**config.mk**
```make
export PLATFORM = sky130hd
export DESIGN_NAME = sync_fifo
export DESIGN_NICKNAME = d
export VERILOG_FILES = /design/src/rtl/sync_fifo_pkg.sv /design/src/rtl/sfifo_ram.sv /design/src/rtl/sync_fifo.sv
export SDC_FILE = /design/constraint.sdc
export NUM_CORES = 1
export LEC_CHECK = 0
export ABC_AREA = 1
export BUFFER_PORTS_ARGS = -buffer_cell sky130_fd_sc_hd__buf_2
export CELL_PAD_IN_SITES_DETAIL_PLACEMENT = 0
export CELL_PAD_IN_SITES_GLOBAL_PLACEMENT = 1
export CORE_MARGIN = 1
export CORE_UTILIZATION = 45
export DETAILED_ROUTE_END_ITERATION = 16
export PLACE_DENSITY = 0.74
export SETUP_SLACK_MARGIN = 0.05
export SYNTH_ARGS = -nofsm -noshare
export SYNTH_HDL_FRONTEND = slang
export SYNTH_HIERARCHICAL = 1
export SYNTH_SLANG_ARGS = --single-unit
export TNS_END_PERCENT = 50
```
**constraint.sdc**
```tcl
create_clock -name clk -period 2.2 [get_ports clk]
set_input_delay 0.33 -clock clk [delete_from_list [all_inputs] [get_ports clk]]
set_output_delay 0.33 -clock clk [all_outputs]
set_load 0.1 [all_outputs]
```
**src/rtl/sync_fifo_pkg.sv**
```systemverilog
// Shared constants and sizing helpers for the single-clock FIFO.
package sync_fifo_pkg;

    localparam int unsigned FWFT_OFF = 0;
    localparam int unsigned FWFT_ON  = 1;

    localparam int unsigned DEFAULT_DATA_WIDTH = 8;
    localparam int unsigned DEFAULT_DEPTH      = 54;
    localparam int unsigned DEFAULT_AE_LEVEL   = 2;
    localparam int unsigned DEFAULT_AF_MARGIN  = 2;

    // Occupancy must represent 0..DEPTH inclusive.
    function automatic int unsigned cnt_width(input int unsigned depth);
        return $clog2(depth + 1);
    endfunction

    function automatic int unsigned ptr_width(input int unsigned depth);
        return (depth > 2) ? $clog2(depth) : 1;
    endfunction

endpackage

```
**src/rtl/sfifo_ram.sv**
```systemverilog
// DEPTH x DATA_WIDTH register array: synchronous write, asynchronous read.
module sfifo_ram #(
    parameter int unsigned DATA_WIDTH = 8,
    parameter int unsigned DEPTH      = 54,
    parameter int unsigned AW         = 6
) (
    input  logic                  clk,
    input  logic                  i_we,
    input  logic [AW-1:0]         i_waddr,
    input  logic [DATA_WIDTH-1:0] i_wdata,
    input  logic [AW-1:0]         i_raddr,
    output logic [DATA_WIDTH-1:0] o_rdata
);

    logic [DATA_WIDTH-1:0] r_mem [DEPTH];

    always_ff @(posedge clk) begin
        if (i_we) begin
            r_mem[i_waddr] <= i_wdata;
        end
    end

    assign o_rdata = r_mem[i_raddr];

endmodule

```
**src/rtl/sync_fifo.sv**
```systemverilog
// Single-clock FIFO with arbitrary depth, standard/FWFT read modes,
// threshold flags, occupancy count and sticky error flags.
module sync_fifo
    import sync_fifo_pkg::*;
#(
    parameter int unsigned DATA_WIDTH = DEFAULT_DATA_WIDTH,
    parameter int unsigned DEPTH      = DEFAULT_DEPTH,
    parameter int unsigned FWFT       = FWFT_OFF,
    parameter int unsigned AF_LEVEL   = DEPTH - DEFAULT_AF_MARGIN,
    parameter int unsigned AE_LEVEL   = DEFAULT_AE_LEVEL
) (
    input  logic                        clk,
    input  logic                        rst,
    input  logic                        w_en,
    input  logic [DATA_WIDTH-1:0]       data_in,
    input  logic                        r_en,
    output logic [DATA_WIDTH-1:0]       data_out,
    output logic                        rd_valid,
    output logic                        full,
    output logic                        empty,
    output logic                        almost_full,
    output logic                        almost_empty,
    output logic [cnt_width(DEPTH)-1:0] count,
    output logic                        overflow,
    output logic                        underflow
);

    localparam int unsigned CW = cnt_width(DEPTH);
    localparam int unsigned PW = ptr_width(DEPTH);
    localparam logic [PW-1:0] PTR_MAX = PW'(DEPTH - 1);
    localparam logic [CW-1:0] CNT_MAX = CW'(DEPTH);
    localparam logic [CW-1:0] AF_LVL  = CW'(AF_LEVEL);
    localparam logic [CW-1:0] AE_LVL  = CW'(AE_LEVEL);

    if (DEPTH < 2) begin : g_bad_depth
        $error("sync_fifo: DEPTH must be at least 2");
    end
    if (!(AE_LEVEL < AF_LEVEL && AF_LEVEL <= DEPTH)) begin : g_bad_levels
        $error("sync_fifo: need 0 <= AE_LEVEL < AF_LEVEL <= DEPTH");
    end

    logic [PW-1:0]         r_wr_ptr, r_rd_ptr, w_wr_ptr_inc, w_rd_ptr_inc;
    logic [CW-1:0]         r_count, w_count_next;
    logic                  r_full, r_empty, r_afull, r_aempty, r_ovf, r_udf;
    logic                  w_wr_acc, w_rd_acc;
    logic [DATA_WIDTH-1:0] w_rdata;

    // Accept decisions use the registered (pre-edge) flags.
    assign w_wr_acc = w_en && !r_full;
    assign w_rd_acc = r_en && !r_empty;

    assign w_wr_ptr_inc = (r_wr_ptr == PTR_MAX) ? '0 : r_wr_ptr + 1'b1;
    assign w_rd_ptr_inc = (r_rd_ptr == PTR_MAX) ? '0 : r_rd_ptr + 1'b1;
    assign w_count_next = r_count + {{(CW-1){1'b0}}, w_wr_acc} - {{(CW-1){1'b0}}, w_rd_acc};

    always_ff @(posedge clk) begin
        if (rst) begin
            r_wr_ptr <= '0;
            r_rd_ptr <= '0;
            r_count  <= '0;
            r_full   <= 1'b0;
            r_empty  <= 1'b1;
            r_afull  <= 1'b0;
            r_aempty <= 1'b1;
            r_ovf    <= 1'b0;
            r_udf    <= 1'b0;
        end else begin
            if (w_wr_acc) r_wr_ptr <= w_wr_ptr_inc;
            if (w_rd_acc) r_rd_ptr <= w_rd_ptr_inc;
            r_count  <= w_count_next;
            r_full   <= (w_count_next == CNT_MAX);
            r_empty  <= (w_count_next == '0);
            r_afull  <= (w_count_next >= AF_LVL);
            r_aempty <= (w_count_next <= AE_LVL);
            if (w_en && r_full)  r_ovf <= 1'b1;
            if (r_en && r_empty) r_udf <= 1'b1;
        end
    end

    sfifo_ram #(
        .DATA_WIDTH (DATA_WIDTH),
        .DEPTH      (DEPTH),
        .AW         (PW)
    ) u_ram (
        .clk     (clk),
        .i_we    (w_wr_acc),
        .i_waddr (r_wr_ptr),
        .i_wdata (data_in),
        .i_raddr (r_rd_ptr),
        .o_rdata (w_rdata)
    );

    if (FWFT == FWFT_ON) begin : g_fwft
        // Head word is shown directly; masked while empty so reset reads back zero.
        assign data_out = r_empty ? '0 : w_rdata;
        assign rd_valid = !r_empty;
    end else begin : g_std
        logic [DATA_WIDTH-1:0] r_dout;
        logic                  r_rd_valid;

        always_ff @(posedge clk) begin
            if (rst) begin
                r_dout     <= '0;
                r_rd_valid <= 1'b0;
            end else begin
                r_rd_valid <= w_rd_acc;
                if (w_rd_acc) r_dout <= w_rdata;
            end
        end

        assign data_out = r_dout;
        assign rd_valid = r_rd_valid;
    end

    assign full         = r_full;
    assign empty        = r_empty;
    assign almost_full  = r_afull;
    assign almost_empty = r_aempty;
    assign count        = r_count;
    assign overflow     = r_ovf;
    assign underflow    = r_udf;

endmodule

```
Yosys cells after proc, flatten, opt, wreduce, memory -nomap -nowiden
Memory sizes are Yosys's and may differ from the RTL's. A register that Yosys moved wholly into a read port is not among the register bits.
Cells that the tools add are included.
{ "totals": {"output_inout_bits": 21, "ramBits": 432, "in_bits": 12, "wordCells": 31, "memories": 1, "regBits": 25} }
{ "memory_table": {"columns": ["name", "depth", "width", "rd", "rd_clocked_by_memory_dff", "write_ports", "line", "text"], "rows": [
  ["u_ram.r_mem", 54, 8, 1, 1, 1, "sfifo_ram.sv:15", "logic [DATA_WIDTH-1:0] r_mem [DEPTH];"]
]} }
{ "classes": {"n_lt_le_gt_ge": 2, "n_reduce_logical": 7, "addsub": 4, "eq_ne": 3, "n_mux": 4} }
{ "ops": {"columns": ["operator", "n"], "rows": [
  ["== test 6 bit (second input constant)", 3],
  ["adder 6 x 1 -> 6 bit (second input constant)", 2],
  ["two-way mux 6 bit", 2],
  ["adder 6 x 1 -> 6 bit", 1],
  [">= comparator 6 bit (second input constant)", 1],
  ["less-or-equal comparator 6 x 2 -> 1 bit (second input constant)", 1],
  ["logical NOT 6 bit", 1],
  ["subtractor 6 x 1 -> 6 bit", 1],
  ["logical AND 1 bit", 4],
  ["logical NOT 1 bit", 2],
  ["two-way mux 1 bit", 2]
]} }

Longest topological paths before layout
Gate-level depths: netlist of run 1.
{ "depth": {"depth_word": 5, "ltp_mapped": 15, "ltp_nobuf": 15} }

Modules after synthesis
Netlist of run 1, hierarchy kept.
{ "by_module_without_submodules": {"columns": ["mod", "area_each_um2", "cells_per_inst", "instances", "seq_area_each_um2"], "rows": [
  ["sfifo_ram", 17685.7, 1503, 1, 12972.4],
  ["sync_fifo", 1531.5, 194, 1, 660.6]
]} }

Least setup slack after synthesis of run 1
OpenSTA, ideal clock, no wires.
{ "synth_path": {"path_type": "register to register", "startpoint": "reg r_empty (netlist: empty)", "endpoint": "reg r_aempty (netlist: almost_empty)", "synth_period_minus_slack_ns": 2.826, "setup_ns": 0.118, "stages_incl_launch_ff": 16, "required_ns": 2.082, "t_arrival_ns": 2.708, "path_buffers": 0, "slack_ns": -0.626, "cell_sequence": "dfxtp_1 > inv_2 > nand2_2 > inv_4 > ha_1 > inv_1 > ha_1 > fa_1 > nand3_1 > nand3_1 > nand2_1 > nand2_2 > nand3_2 > nand2_1 > nand2_1 > nor2_1"} }
{ "synth_via": {"elab_chain_len": 4} }
{ "synth_rtl": {"columns": ["item", "line", "text"], "rows": [
  ["from (decl)", "sync_fifo.sv:44", "logic r_full, r_empty, r_afull, r_aempty, r_ovf, r_udf;"],
  ["from (signal assigned)", "sync_fifo.sv:72", "r_empty <= (w_count_next == '0);"],
  ["logical NOT 1 bit", "sync_fifo.sv:50", "assign w_rd_acc = r_en && !r_empty;"],
  ["logical AND 1 bit", "sync_fifo.sv:50", null],
  ["via w_rd_acc", "sync_fifo.sv:45", "logic w_wr_acc, w_rd_acc;"],
  ["subtractor 6 x 1 -> 6 bit", "sync_fifo.sv:54", "assign w_count_next = r_count + {{(CW-1){1'b0}}, w_wr_acc} - {{(CW-1){1'b0}}, w_rd_acc};"],
  ["less-or-equal comparator 6 x 2 -> 1 bit", "sync_fifo.sv:74", "r_aempty <= (w_count_next <= AE_LVL);"],
  ["to (signal assigned)", "sync_fifo.sv:74", null],
  ["to (decl)", "sync_fifo.sv:44", null]
]} }
The timed path passes the listed nets, and every way through them passes these cells.
A chain may end at the register's enable or synchronous reset.

Worst setup path after layout of run 1
{ "layout_path": {"startpoint": "reg r_empty (netlist: empty)", "endpoint": "reg r_empty (netlist: empty)"} }
{ "layout_via": {"elab_chain_len": 4} }
{ "layout_rtl": {"columns": ["item", "line"], "rows": [
  ["logical NOT 1 bit", "sync_fifo.sv:50"],
  ["logical AND 1 bit", "sync_fifo.sv:50"],
  ["via w_rd_acc", "sync_fifo.sv:45"],
  ["subtractor 6 x 1 -> 6 bit", "sync_fifo.sv:54"],
  ["logical NOT 6 bit", "sync_fifo.sv:72"]
]} }
The timed path passes the listed nets, and every way through them passes these cells.

==> flow_metrics.py, run 1 <==
metrics = {
    "hold_path": {
        "hold_start": "w_en",
        "whs_endpoint": "overflow$_SDFFE_PP0P_",
        "hold_depth": 3,
        "min_path_type": "in -> reg",
    },
    "routing": {
        "dr.pass1.iters": 5,
        "viasPerCell": 5.41,
        "wl_mm": 48.0,
        "num_vias": 12800,
        "wire_per_inst_um": 20.2,
        "drtIter0Drc": 975,
        "ant_nets": 0,
        "drc_errors": 0,
    },
    "run": {
        "drv_cap": 0,
    },
    "clock_network": {
        "cts_tree": "yes",
        "hold_buffers": 0,
        "cts.reportedPaths.clkPinSlew_ns": 0.06,
        "cts_root_buf": "clkbuf_16",
        "clock_path_buffers": 3,
        "cts_made_buffers": 49,
        "cts_htree_levels": 2,
        "clock-sinks": 465,
        "insertion_delay_ns": 0.58,
    },
    "timing": {
        "setup_viol": 0,
        "slew_headroom_pct": 41.6,
        "rsz0062_at_grt": "yes",
        "hold_viol": 0,
        "drv_slew": 0,
        "clock.fmax_mhz": 493,
        "finalCritPeriodShare_pct": 92.2,
        "finClkSkew_ns": 0.0171,
        "worst_slew_pin_slew_ns": 0.876,
        "fin_crit_ns": 2.03,
    },
    "global_route": {
        "antenna_found_initial": 0,
        "grt_overflow_total": 0,
        "grt_pass1_wl_mm": 73.9,
        "grt.total_usage_pct": 22.3,
        "grt_pass1_vias": 12500,
        "grt_max_degree": 73,
    },
    "floorplanning": {
        "die_w_um": 209,
        "die_h_um": 209,
        "die_area_um2": 43500,
        "rows": 75,
        "coreArea_um2": 42000,
        "ios": 33,
        "start_util_pct": 45.7,
    },
    "cells_and_area": {
        "drive_above_1_share_pct": 13.7,
        "syn_to_final_growth_pct": 16.8,
        "instances_no_fill": 2370,
        "fin_util_pct": 53.4,
        "layout.nets": 1820,
        "diodes": 0,
        "final_cell_area_um2": 22400,
    },
    "placed_design": {
        "place_congestion": 0.815,
        "placed_area_um2": 20800,
        "io_buffers": 32,
        "place_hpwl_mm": 29.0,
        "placed_cells": 2284,
    },
    "worst_setup_path": {
        "endpoint_kind": "flop",
        "arrival_ns": 2.53,
        "critPathLaunchType": "flop",
        "rrSetupSlack_ns": 0.17,
        "path_max_fanout": 3,
        "reg2regPathDepth": 14,
        "r2r_start": "empty$_SDFF_PP1_",
        "required_ns": 2.70,
        "path_class": "reg -> reg",
        "r2r-end": "empty$_SDFF_PP1_",
    },
    "power_and_ir_drop": {
        "leakage_nw": 8.23,
        "peakVddDrop_uv": 760,
        "fin_total_pwr_w": 0.0234,
        "power_density_nw_per_um2": 1040,
    },
    "synthesis": {
        "synth_warnings": 6,
        "synth_area_um2": 19200,
        "syn_area_per_cell_um2": 11.3,
        "synthDistinctLibCells": 36,
        "ys_seq_area_share_pct": 70.9,
        "synth_nets": 1720,
        "ys_ff_latch": 465,
        "syn_inst": 1697,
    },
    "run_status": {
        "status": "complete, no violations",
    },
}
final cells by class:
cell class,instances,area (um2)
Fill cell,3603,19600
Sequential cell,465,13700
Multi-Input combinational cell,1095,5060
Clock buffer,66,1340
Timing Repair Buffer,146,1310
Tap cell,539,674
Clock inverter,19,245
Inverter,40,163
power breakdown:
part | internal [W] | switching (W)
Sequential | 0.00984 | 0.000121
Clock | 0.00495 | 0.00330
Combinational | 0.00147 | 0.00370
Total | 0.0163 | 0.00712
cells in the final DEF, fill, tap and decap left out, types with 27 or more instances in the layout:
cell type and instances:
nand2_1 515, edfxtp_1 432, nand3_1 349, nor2_1 118
buf_4 91, clkbuf_16 51, o21ai_0 34, buf_2 32
inv_1 30, dfxtp_1 27
per-layer routing:
metal	routed length [um]	GRT usage, %	share of wire (%)	vias up
li1	-	-	-	6132
met1	21500	31.7	45	6233
met2	22200	35.2	46	384
met3	2970	3.37	6.2	81
met4	1350	7.91	2.8	0
met5	0	0	0	-
metrics by stage:
step / worst slack (ns) / TNS [ns] / hold slack [ns]
floorplan: -0.190 / -10.89 / 0.414
global placement: 0.0994 / 0 / 0.446
detailed placement: 0.107 / 0 / 0.459
CTS: 0.167 / 0 / 0.0336
global route: 0.0344 / 0 / 0.0608
finish: 0.171 / 0 / 0.0590
repair_timing:
item | in CTS | in global routing
setup buffers | 0 | 1
gates resized for setup | 0 | 6
setup endpoints to repair | 0 | 6
kinds of logic after synthesis:
family                   share of synthesized area [%]
AND/OR/NAND/NOR                                   22.9
XOR/XNOR                                         0.228
buffers and inverters                             3.59
adder cells (fa/ha/maj)                          0.755
AO/OA/AOI/OAI                                     1.56
flip-flops                                        70.9
synth_stat cells:
library cell,count,area [um2]
nand4_1,13,81.3
nor3b_2,1,12.5
xor2_1,3,26.3
a21oi_1,9,45.0
nor3_2,4,40.0
nor3_1,2,10.0
a22oi_1,1,7.51
nor4_1,8,50.1
buf_4,7,52.6
nor2_1,118,443
clkinv_1,2,7.51
clkbuf_1,24,90.1
nand3_1,352,1760
edfxtp_1,432,13000
buf_8,1,15.0
o22ai_1,8,50.1
nand2_1,515,1930
nand3b_1,1,7.51
nor2_2,1,6.26
nand2_2,4,25.0
inv_2,6,22.5
buf_6,11,124
a211oi_1,1,7.51
o21ai_0,34,170
dfxtp_1,33,661
nand3_2,2,20.0
a31o_2,1,8.76
nor3b_1,2,15.0
buf_2,43,215
fa_1,1,20.0
ha_1,10,125
o21ai_1,2,10.0
xnor2_1,2,17.5
inv_1,31,116
inv_4,1,6.26
buf_1,11,41.3
sequential cells by signal, summed over array words and instances, names as in the netlist, 6 cells and up:
| register | cells |
|---|---|
| data_out | 8 |
| r_wr_ptr | 6 |
| r_rd_ptr | 6 |
| count | 6 |
| u_ram/r_mem | 432 |
worst max-delay path: stages, from the launching register on:
cell	delay, ns
dfxtp_4	0.36
inv_4	0.04
nand2_4	0.07
inv_4	0.03
ha_1	0.26
inv_1	0.04
ha_2	0.19
fa_2	0.38
nand3_2	0.08
nand4_1	0.09
nand2_2	0.13
nand3_2	0.06
nand2_1	0.05
nand2_1	0.07
nor2_1	0.10
worst max path at each step:
stage	slack [ns]	depth (start not counted)	endpoint	startpoint
global placement	0.1	15	empty$_SDFF_PP1_	r_en
floorplan	-0.19	6	u_ram/r_mem[32][0]$_DFFE_PP_	full$_SDFF_PP0_
finish	0.17	14	empty$_SDFF_PP1_	empty$_SDFF_PP1_
detailed placement	0.11	15	almost_empty$_SDFF_PP1_	r_en
global route	0.03	14	empty$_SDFF_PP1_	empty$_SDFF_PP1_
CTS	0.17	14	empty$_SDFF_PP1_	empty$_SDFF_PP1_
(Power assumes the default switching activity.)
==> inputs of run 2 (changes only) <==
- PLACE_DENSITY: 0.74 -> 0.71
- clock period: 2.2 -> 1.87 ns (I/O delays scaled with it)
==> run 2 against run 1 <==
The flow now finishes with violations (negative setup slack). Worst setup slack got worse by 0.33 ns. First-iteration DRC count grew 36%. Power rose by 28%. Clock power grew 16%. Largest cell class unchanged.
==> flow_metrics.py, run 2 (synthesis gave the netlist of run 1 again) <==
metrics = {
    "run_status": {
        "status": "finished, violations left",
        "violations": "negative setup slack",
    },
    "cells_and_area": {
        "final_cell_area_um2": 25200,
        "fillCellCount": 3323,
        "drive_above_1_share_pct": 34.2,
        "final_cell_mix": "432 x edfxtp_1, 401 x nand2_1, 171 x nand3_2, 171 x nand3_1, 103 x nand2_2",
        "largest_register": "u_ram/r_mem",
        "layout_commonest_cell": "edfxtp_1",
        "layout.nets": 1888,
        "fin_util_pct": 60.0,
        "instances_no_fill": 2442,
        "largest_reg_flops": 432,
        "syn_to_final_growth_pct": 31.2,
    },
    "routing": {
        "dr_wl_met3_mm": 3.24,
        "highest_layer": "met4",
        "wire_per_inst_um": 22.2,
        "num_vias": 13600,
        "viasPerCell": 5.57,
        "ant_nets": 0,
        "wl_mm": 54.1,
        "dr.pass1.iters": 5,
        "met2_length_mm": 26.0,
        "drc_errors": 0,
        "drtIter0Drc": 1327,
        "met1_length_mm": 23.4,
    },
    "floorplanning": {
        "die_area_um2": 43500,
        "start_util_pct": 45.7,
        "rows": 75,
        "coreArea_um2": 42000,
        "die_w_um": 209,
        "die_h_um": 209,
        "ios": 33,
    },
    "hold_path": {
        "min_path_type": "in -> reg",
    },
    "worst_setup_path": {
        "required_ns": 2.35,
        "arrival_ns": 2.51,
        "critPathLaunchType": "flop",
        "path_max_fanout": 3,
        "path_class": "reg -> reg",
        "endpoint_kind": "flop",
    },
    "clock_network": {
        "clock_path_buffers": 3,
        "cts_made_buffers": 49,
        "clock-sinks": 465,
        "insertion_delay_ns": 0.57,
        "cts_root_buf": "clkbuf_16",
        "cts.reportedPaths.clkPinSlew_ns": 0.06,
        "cts_tree": "yes",
        "cts_htree_levels": 2,
    },
    "power_and_ir_drop": {
        "peakVddDrop_uv": 835,
        "leakage_nw": 9.28,
        "power_density_nw_per_um2": 1190,
        "fin_total_pwr_w": 0.0300,
    },
    "global_route": {
        "grt_pass1_wl_mm": 77.7,
        "grt_overflow_total": 0,
        "antenna_found_initial": 1,
        "grt.total_usage_pct": 23.9,
        "grt_max_degree": 55,
        "grt_pass1_vias": 12800,
    },
    "timing": {
        "clock.fmax_mhz": 493,
        "finalCritPeriodShare_pct": 108,
        "fin_crit_ns": 2.03,
        "worst_slew_pin_slew_ns": 0.990,
        "timing.final.ws_setup_ns": -0.158,
        "setup_viol": 10,
        "hold_viol": 0,
        "slew_headroom_pct": 33.9,
        "rsz0062_at_grt": "yes",
        "drv_slew": 0,
        "finClkSkew_ns": 0.0109,
    },
    "placed_design": {
        "place_congestion": 0.871,
        "placed_cells": 2308,
        "io_buffers": 32,
        "placed_area_um2": 21300,
        "place_hpwl_mm": 30.8,
    },
    "run": {
        "drv_cap": 0,
    },
}
## run 2: cell count changes in the layout (fill, tap and decap cells not counted), sizes merged
cell / before / now
buf: 145 / 193
dlygate4sd3: 0 / 1
clkinv: 13 / 25
clkinvlp: 1 / 5
inv: 39 / 36
diode: 0 / 1
clkbuf: 67 / 76
## run 2: worst paths after layout
| kind | from | endpoint | slack (ns) | depth (start not counted) |
|---|---|---|---|---|
| worst max register to register | empty$_SDFF_PP1_ | full$_SDFF_PP0_ | -0.16 | 11 |
| worst min register to register | data_out[5]$_SDFFE_PP0P_ | data_out[5]$_SDFFE_PP0P_ | 0.47 | 2 |
| worst max-delay path | empty$_SDFF_PP1_ | full$_SDFF_PP0_ | -0.16 | 11 |
| worst min-delay path | rst | count[1]$_SDFF_PP0_ | 0.09 | 3 |
## run 2: layout make-up
class / count / area (um2) / area share (%)
Antenna cell: 1 / 2.50 / 0.00993
Clock buffer: 58 / 1260 / 5.00
Clock inverter: 30 / 289 / 1.15
Inverter: 40 / 185 / 0.735
Multi-Input combinational cell: 1095 / 6510 / 25.8
Sequential cell: 465 / 13700 / 54.2
Tap cell: 539 / 674 / 2.68
Timing Repair Buffer: 212 / 2610 / 10.4
Timing Repair inverter: 2 / 18.8 / 0.0745
## run 2: per-stage QoR
stage	hold slack [ns]	worst slack, ns	TNS, ns
final	0.0920	-0.158	-0.599
after global routing	0.0838	-0.265	-1.70
after CTS	0.0513	-0.160	-0.398
after detailed placement	0.463	-0.149	-0.746
after global placement	0.446	-0.153	-0.604
after floorplan	0.351	-0.520	-33.50
## run 2: critical path, cell delays in order (launching register included)
cell and delay [ns]:
dfxtp_4 0.36, inv_4 0.04, nand2_4 0.06, inv_4 0.04, ha_4 0.25, inv_2 0.04
ha_4 0.15, fa_2 0.37, xnor2_2 0.17, nor2_1 0.15, nand4_1 0.14, nor3_2 0.17
## run 2: report_power, final
group	leakage [nW]	total [W]	switching, W	internal, W
registers	4.16	0.0117	0.000153	0.0116
logic	4.37	0.00873	0.00551	0.00322
clock network	0.748	0.00955	0.00394	0.00561
## run 2: metal layers
metal	GRT usage, %	up-vias
met5	0	-
met2	37.5	443
met3	3.95	87
met1	33.6	6750
li1	-	6311
met4	8.95	0
## run 2: repair_timing
item,CTS,global route
setup buffers,5,16
hold endpoints to repair,1,0
endpoints found under the setup margin,39,95
gates resized for setup,70,352
hold buffers,1,0
pin swaps,20,160
gates cloned,4,22
==> inputs of run 3 (changes only) <==
- CORE_ASPECT_RATIO: unset -> 0.75
==> run 3 against run 2 <==
The flow still finishes with violations (negative setup slack). Core utilization fell by 4.5 points. Register-to-register slack improved by 0.06 ns. Hold slack got worse by 0.036 ns. Worst setup slack improved by 0.056 ns. Global-route usage fell by 0.18 points. Final area fell by 7.5%. Die area barely moved. Largest cell class unchanged. Largest power group unchanged.
==> flow_metrics.py, run 3 (synthesis gave the netlist of run 1 again) <==
metrics = {
    "worst_setup_path": {
        "rrSetupSlack_ns": -0.10,
        "critPathBufInv": 3,
        "r2r_start": "empty$_SDFF_PP1_",
        "arrival_ns": 2.46,
        "cpMaxStageDelayCell": "fa_2",
        "r2r-end": "empty$_SDFF_PP1_",
        "critPathLaunchType": "flop",
        "required_ns": 2.35,
        "endpoint_kind": "flop",
        "path_cells": "inv_4 > nand2_4 > inv_4 > ha_4 > inv_2 > ha_4 > fa_2 > nand3_2 > nand4_1 > nand2_2 > nand3_2 > nand2_2 > nand2_2 > nor2_1",
        "cpPeakStageDelay_ns": 0.37,
        "reg2regPathDepth": 14,
        "path_max_fanout": 3,
        "path_class": "reg -> reg",
        "critPathTopFamily": "adder cells",
        "path_common_cell": "nand2_2",
    },
    "cells_and_area": {
        "layout_commonest_cell": "nand2_1",
        "drive_above_1_share_pct": 19.6,
        "largest_reg_flops": 432,
        "instances_no_fill": 2444,
        "syn_to_final_growth_pct": 21.3,
        "layout.nets": 1862,
        "largest_register": "u_ram/r_mem",
        "multiInputGateArea_um2": 5310,
        "seq_area_um2": 13700,
        "fillCellCount": 3613,
        "final_cell_mix": "498 x nand2_1, 432 x edfxtp_1, 323 x nand3_1",
    },
    "placed_design": {
        "io_buffers": 32,
        "place_hpwl_mm": 31.2,
        "place_congestion": 0.843,
        "placed_cells": 2353,
    },
    "global_route": {
        "grt_pass1_wl_mm": 76.6,
        "grt_max_degree": 55,
        "grt.total_usage_pct": 23.7,
        "grt_pass1_vias": 12600,
        "grt_overflow_total": 0,
        "antenna_found_initial": 1,
    },
    "timing": {
        "hold_viol": 0,
        "clock.fmax_mhz": 507,
        "finClkSkew_ns": 0.0180,
        "fin_crit_ns": 1.97,
        "rsz0062_at_grt": "yes",
        "drv_slew": 0,
        "setup_viol": 11,
        "finalCritPeriodShare_pct": 105,
        "slew_headroom_pct": 23.3,
        "worst_slew_pin_slew_ns": 1.15,
        "timing.final.ws_setup_ns": -0.103,
        "fin_tns_setup_ns": -0.579,
    },
    "clock_network": {
        "cts_made_buffers": 45,
        "cts_htree_levels": 2,
        "insertion_delay_ns": 0.57,
        "cts_root_buf": "clkbuf_16",
        "cts.reportedPaths.clkPinSlew_ns": 0.07,
        "clock_path_buffers": 3,
        "cts_tree": "yes",
        "clock-sinks": 465,
    },
    "hold_path": {
        "whs_endpoint": "rd_valid$_SDFF_PP0_",
        "hold_depth": 2,
        "hold_start": "rst",
        "min_path_type": "in -> reg",
    },
    "power_and_ir_drop": {
        "leakage_nw": 8.57,
        "power_density_nw_per_um2": 1200,
        "peakVddDrop_uv": 754,
    },
    "floorplanning": {
        "die_h_um": 181,
        "rows": 65,
        "die_w_um": 241,
        "ios": 33,
        "coreArea_um2": 42000,
        "die_area_um2": 43500,
        "start_util_pct": 45.7,
    },
    "routing": {
        "drc_errors": 0,
        "num_vias": 13100,
        "viasPerCell": 5.34,
        "dr.pass1.iters": 5,
        "ant_nets": 0,
        "drtIter0Drc": 1340,
        "wire_per_inst_um": 20.7,
        "wl_mm": 50.7,
    },
    "run_status": {
        "status": "finished, violations left",
        "violations": "negative setup slack",
    },
    "run": {
        "drv_cap": 0,
    },
}
-- run 3: worst max-delay path by stage --
stage,cells after the start,slack (ns),endpoint,from
finish,14,-0.10,empty$_SDFF_PP1_,empty$_SDFF_PP1_
global route,14,-0.19,almost_full$_SDFF_PP0_,empty$_SDFF_PP1_
CTS,14,-0.13,almost_empty$_SDFF_PP1_,empty$_SDFF_PP1_
detailed placement,15,-0.17,almost_empty$_SDFF_PP1_,r_en
global placement,15,-0.18,empty$_SDFF_PP1_,r_en
floorplan,6,-0.52,u_ram/r_mem[32][0]$_DFFE_PP_,full$_SDFF_PP0_
-- run 3: final cells by class --
class / count / share of cell area (%)
inverter: 40 / 0.735
timing repair buffer: 192 / 8.59
tap: 569 / 3.05
clock inverter: 27 / 1.11
clock buffer: 55 / 5.17
sequential: 465 / 58.6
antenna: 1 / 0.0107
multi-input combinational: 1095 / 22.8
-- run 3: stage by stage --
| stage | cell area, um2 | worst slack [ns] | power (W) | util, % | hold slack (ns) |
|---|---|---|---|---|---|
| after CTS | 23200 | -0.133 | 0.0279 | 55.2 | 0.0245 |
| after floorplan | 19400 | -0.520 | 0.0163 | - | 0.351 |
| after detailed placement | 21400 | -0.168 | 0.0185 | 51.0 | 0.467 |
| final | 23300 | -0.103 | 0.0280 | 55.5 | 0.0562 |
| after global routing | 23300 | -0.195 | 0.0291 | 55.5 | 0.0489 |
| after global placement | 21400 | -0.180 | 0.0185 | 51.0 | 0.447 |
-- run 3: power by group --
group	internal [W]	total [W]	switching, W
combinational	0.00232	0.00712	0.00480
clock	0.00527	0.00909	0.00382
sequential	0.0116	0.0117	0.000165
-- run 3: routing by layer --
metal	GRT usage [%]	vias up	routed length [um]	share of wire [%]
met2	35.9	399	22900	45
met3	3.70	59	3230	6.4
met1	36.1	6355	23800	47
li1	-	6244	-	-
met5	0	-	0	0
met4	4.84	0	755	1.5
-- run 3: what timing repair did --
item	4_1_cts	5_1_grt
pin swaps	9	11
resized for setup	38	26
setup buffers	3	1
gates cloned	3	0
endpoints found under the hold margin	1	0
hold buffers	1	0
setup endpoints to repair	14	129
